==> src/rtl/trace_char_class.sv <==
// Purpose: classify one ASCII char as decimal / hex digit and give its nibble value.
// Latency: purely combinational.
// Backpressure: none.
module trace_char_class #(
    parameter int ALLOW_UPPER = 0
) (
    input  logic [7:0] char_in,
    output logic       is_dec,
    output logic       is_hex,
    output logic [3:0] nibble
);
    logic is_lower;
    logic is_upper;

    always_comb begin
        is_dec   = (char_in >= 8'h30) && (char_in <= 8'h39);
        is_lower = (char_in >= 8'h61) && (char_in <= 8'h66);
        is_upper = (ALLOW_UPPER != 0) && (char_in >= 8'h41) && (char_in <= 8'h46);
        is_hex   = is_dec || is_lower || is_upper;
        nibble   = 4'h0;
        if (is_dec) begin
            nibble = char_in[3:0];
        end else if (is_lower || is_upper) begin
            // 'a'/'A' have low nibble 1, so +9 maps them onto 10..15
            nibble = char_in[3:0] + 4'd9;
        end
    end
endmodule

==> config.mk <==
export PLATFORM = sky130hd
export DESIGN_NAME = trace_char_class
export DESIGN_NICKNAME = d
export VERILOG_FILES = /design/src/rtl/trace_char_class.sv
export SDC_FILE = /design/constraint.sdc
export NUM_CORES = 1
export LEC_CHECK = 0
export BUFFER_PORTS_ARGS = -buffer_cell sky130_fd_sc_hd__buf_4
export CAP_MARGIN = 25
export CORE_AREA = 2 2 39 41
export DETAILED_ROUTE_END_ITERATION = 12
export DIE_AREA = 0 0 41 43
export SYNTH_ARGS = -nofsm -noshare
export SYNTH_HDL_FRONTEND = slang
export SYNTH_SLANG_ARGS = --single-unit
==> constraint.sdc <==
create_clock -name vclk -period 1.77
set_clock_uncertainty 0.1 [all_clocks]
set_input_delay 0.177 -clock vclk [all_inputs]
set_output_delay 0.177 -clock vclk [all_outputs]
set_load 0.02 [all_outputs]
==> metrics, run 1 <==
Leak Pwr=0.166 nW; critical path class=in -> out; TritonRoute pass-1 iters=1; I/O pin count=14; highest clock rate=596 MHz; YS warnings=0; Post-CTS Resized=0; Slowest cell on crit path=or3b_1; Core Footprint=0.00138 mm2; RSZ-0062 raised after global routing=false; Arr. time, crit path=1400 ps; Setup TNS=0 ps; share of cells above drive strength 1=55.0%; fin crit share=94.8%; synth top area cells=ha_1 24%, o21bai_4 9.1%, a21oi_4 7.9%, nor2_1 7.3%, inv_1 5.5%; pwr dens=167 mW/mm2; first-pass GRT wire length=800 um; worst hold slack=587 ps; sequential cell area=0 um2; die area=0.00176 mm2; sequential cells=0; pin count of the biggest net entering global routing=6; Post-CTS Setup Bufs=0; clock buf count=0; Hold Fails Final Rpt=0; crit path from=char_in[1]; DRT iter0 DRCs=0; initial antenna violation count=0; met3 Use GR=0.524%; Worst slew margin=76.3%; Netlist cell types=17; vias in the first global route=211; Slew Limit Fails=0; Synth top area share=24.2%; routed vias=228; number of core rows=14; worst slew pin tran=356 ps; CP Launch Type=input pin; HP Class=in -> out; syn avg cell area=7.94 um2; post-layout util=26.0%; CP Capture Type=output port; Ant. Diodes=0; placer congestion estimate=0.773; Worst EP required=1490 ps; drc violations=0; Critical Path Sink=nibble[2]; grt ovf=0; Layout Nets=54; initial core utilization=14.9%; Post-Syn Instances=26; status=completed; Die X=41 um; most common cell after layout, fill and taps aside=buf_4; Routed WL=483 um; Net Count, Synth=38; Tmin final=1680 ps; Seq/Total Area, Yosys=0%; worst vdd ir=53.6 uV; Post-DP HPWL=452 um; area leader, netlist=ha_1; crit-path max FO=5; count of input and output buffers=14; Cell Area, Synth=206 um2; Final Setup Violations=0; Final ANT Viol Nets=0; crit-path max cell delay=390 ps; WL/cell=8.63 um; max cap viols=0; GRT Total Usage=5.89%; Post-CTS Hold Buffers=0; Layout Area Growth over Synthesis=74.5%; met2 Use GR=10.3%; met1 Use GR=7.91%; Via density=4.07; Critical Path, Cell by Cell=buf_4 > inv_2 > ha_4 > o21bai_4 > a21oi_4 > or3b_1 > a21oi_2 > buf_6; most frequent cells in the layout=13 x buf_4, 4 x nor2_1; gr busiest metal=met2; die height=43 um
## stage by stage
stage / std cells / power [mW] / cell area (um2) / worst slack (ps)
3_3_place_gp: 56 / 0.0555 / 332 / 30.6
4_1_cts: 56 / 0.0559 / 332 / 8.64
6_report: 56 / 0.0603 / 360 / 91.3
2_1_floorplan: 26 / 0.0284 / 206 / 157
5_1_grt: 56 / 0.0668 / 360 / 36.6
3_5_place_dp: 56 / 0.0558 / 332 / 9.50
## worst max-delay path: cells and delay by family
kind	cells	cell delay, ps
simple gates	1	390
buf+inv	3	290
compound gates	3	380
fa+ha+maj	1	170
## cells by family (layout without fill, tap and decap cells)
group	count (synthesis)	in the layout	share of synthesized area, %
simple gates	10	10	29.1
compound gates	8	8	36.4
fa+ha+maj	4	4	24.2
buf+inv	3	17	5.45
mux	1	1	4.85
## layout make-up
class | instances | area [um2]
Inverter | 3 | 11.3
Fill cell | 157 | 1020
Timing Repair Buffer | 14 | 109
Tap cell | 16 | 20.0
Multi-Input combinational cell | 23 | 220
## synthesized netlist by cell type (all sizes together), types with 3 or more instances
library cell / number
nor2: 4
ha: 4
inv: 3
a21oi: 4
## per-layer routing
metal / wire (um) / vias to the layer above / share of wire (%)
met5: 0 / - / 0
met4: 0 / 0 / 0
met3: 50 / 0 / 10
met2: 241 / 8 / 50
met1: 191 / 101 / 40
li1: - / 119 / -
## power breakdown
part	switching [mW]	internal, mW
Sequential	0	0
Clock	0	0
Combinational	0.0295	0.0308
Total	0.0295	0.0308
## worst min path at each step
stage          depth (start not counted)  startpoint      to  slack, ps
2_1_floorplan                          1  char_in[3]  is_dec        320
3_3_place_gp                           3  char_in[3]  is_dec        590
3_5_place_dp                           3  char_in[3]  is_dec        590
4_1_cts                                3  char_in[3]  is_dec        590
5_1_grt                                3  char_in[3]  is_dec        600
6_report                               3  char_in[3]  is_dec        590
No activity file was read; power rests on OpenSTA's default activity.
==> run 2, diff against run 1 <==
--- a/config.mk
+++ b/config.mk
@@ -10,6 +10,8 @@
 export CORE_AREA = 2 2 39 41
 export DETAILED_ROUTE_END_ITERATION = 12
 export DIE_AREA = 0 0 41 43
+export GPL_TIMING_DRIVEN = 0
+export SLEW_MARGIN = 20
 export SYNTH_ARGS = -nofsm -noshare
 export SYNTH_HDL_FRONTEND = slang
 export SYNTH_SLANG_ARGS = --single-unit
==> constraint.sdc (replaced) <==
create_clock -name vclk -period 2.13
set_clock_uncertainty 0.1 [all_clocks]
set_input_delay 0.213 -clock vclk [all_inputs]
set_output_delay 0.213 -clock vclk [all_outputs]
set_load 0.02 [all_outputs]
==> run 2 against run 1 <==
  * Combinational power is 24% lower
  * Core utilization is 2.1 points lower
  * Critical path depth stayed put
  * Global-route usage is 0.60 points lower
  * Sequential share of layout area stayed put
  * Non-clock buffer count stayed put
  * Sequential cell count stayed put
  * Worst setup slack better by 210 ps
  * Worst hold slack better by 74 ps
  * Routed wire length stayed put
  * Cell count stayed put
  * Via count stayed put
  * Largest cell class unchanged
  * Largest power group unchanged
==> metrics, run 2 (synthesis results as in run 1) <==
fillers=160 (was 157); TritonRoute pass-1 iters=4 (was 1); Worst slew margin=74.8% (was 76.3%); highest clock rate=546 MHz; Pwr Total=0.0458 mW (was 0.0603 mW); CP Launch Type=input pin (unchanged); Post-DP HPWL=441 um (was 452 um); Leak Pwr=0.168 nW (was 0.166 nW); sequential cells=0 (unchanged); Via density=4.07 (unchanged); Die X=41 um (unchanged); WL met3=41 um (was 50 um); initial antenna violation count=0 (unchanged); Layout Area Growth over Synthesis=60.6% (was 74.5%); Arr. time, crit path=1520 ps (was 1400 ps); Final ANT Viol Nets=0 (unchanged); critical path class=in -> out (unchanged); Worst EP required=1820 ps (was 1490 ps); crit-path max FO=5 (unchanged); Post-CTS Hold Buffers=0 (unchanged); RSZ-0062 raised after global routing=false (unchanged); DRT iter0 DRCs=3 (was 0); routed vias=228 (unchanged); Ant. Diodes=0 (unchanged); max cap viols=0 (unchanged); pin count of the biggest net entering global routing=6 (unchanged); Final Setup Violations=0 (unchanged); Slew Limit Fails=0 (unchanged); WL/cell=8.63 um (unchanged); sequential cell area=0 um2 (unchanged); Setup WS post-layout=300 ps (was 91.3 ps); die area=0.00176 mm2 (unchanged); most frequent cells in the layout=14 x buf_4, 4 x nor2_1, 4 x ha_1 (was 13 x buf_4, 4 x nor2_1); Hold Fails Final Rpt=0 (unchanged); most common cell after layout, fill and taps aside=buf_4 (unchanged); GRT Total Usage=5.29% (was 5.89%); Setup TNS=0 ps (unchanged); Layout Nets=54 (unchanged); placer congestion estimate=0.716 (was 0.773); pwr dens=138 mW/mm2 (was 167 mW/mm2); number of core rows=14 (unchanged); worst vdd ir=43.3 uV (was 53.6 uV); grt ovf=0 (unchanged); CP Capture Type=output port (unchanged); drc violations=0 (unchanged); I/O pin count=14 (unchanged); Routed WL=483 um (unchanged); HP Class=in -> out (unchanged); Tmin final=1830 ps; clock buf count=0 (unchanged); metal2 WL=243 um (was 241 um); worst slew pin tran=378 ps (was 356 ps); count of input and output buffers=14 (unchanged); status=completed (unchanged); vias in the first global route=189 (was 211); fin crit share=85.9%; share of cells above drive strength 1=45.0% (was 55.0%); first-pass GRT wire length=696 um (was 800 um); initial core utilization=14.9% (unchanged); multi-input logic area=195 um2 (was 220 um2); M1 WL=198 um (was 191 um); highest routed layer=met3 (unchanged); Core Footprint=0.00138 mm2 (unchanged); pre-CTS WS=287 ps (was 9.50 ps); die height=43 um (unchanged); Post-CTS Setup Bufs=0 (unchanged); Post-CTS Resized=0 (unchanged)
[run 2: worst max-delay path, stage by stage]
cell and delay [ps]:
buf_4 110, inv_1 60, ha_1 240, o21bai_4 140, a21oi_4 90, or3b_1 370
a21oi_2 150, buf_4 150
[run 2: per-layer routing]
layer | global-route usage [%] | vias up
li1 | - | 119
met1 | 6.96 | 101
met2 | 9.69 | 8
met3 | 0 | 0
met4 | 0 | 0
met5 | 0 | -
[run 2: layout make-up]
class / instances / share of cell area [%]
inverter: 3 / 3.40
multi-input combinational: 23 / 58.9
tap: 16 / 6.04
timing repair buffer: 14 / 31.7
[run 2: where the power goes]
group          internal [mW]  switching [mW]
Combinational         0.0234          0.0224
Clock                      0               0
Sequential                 0               0
Total                 0.0234          0.0224
[run 2: stage by stage]
step           util, %  instances  hold slack, ps  instance area (um2)
2_1_floorplan        -         26             392                  206
3_3_place_gp      24.0         56             662                  332
3_5_place_dp      24.0         56             662                  332
4_1_cts           24.0         56             663                  332
5_1_grt           24.0         56             672                  332
6_report          24.0         56             660                  332
[run 2: worst paths after layout]
path | startpoint | to | slack [ps] | depth (start not counted)
min | char_in[3] | is_dec | 660 | 3
max | char_in[0] | nibble[2] | 300 | 8
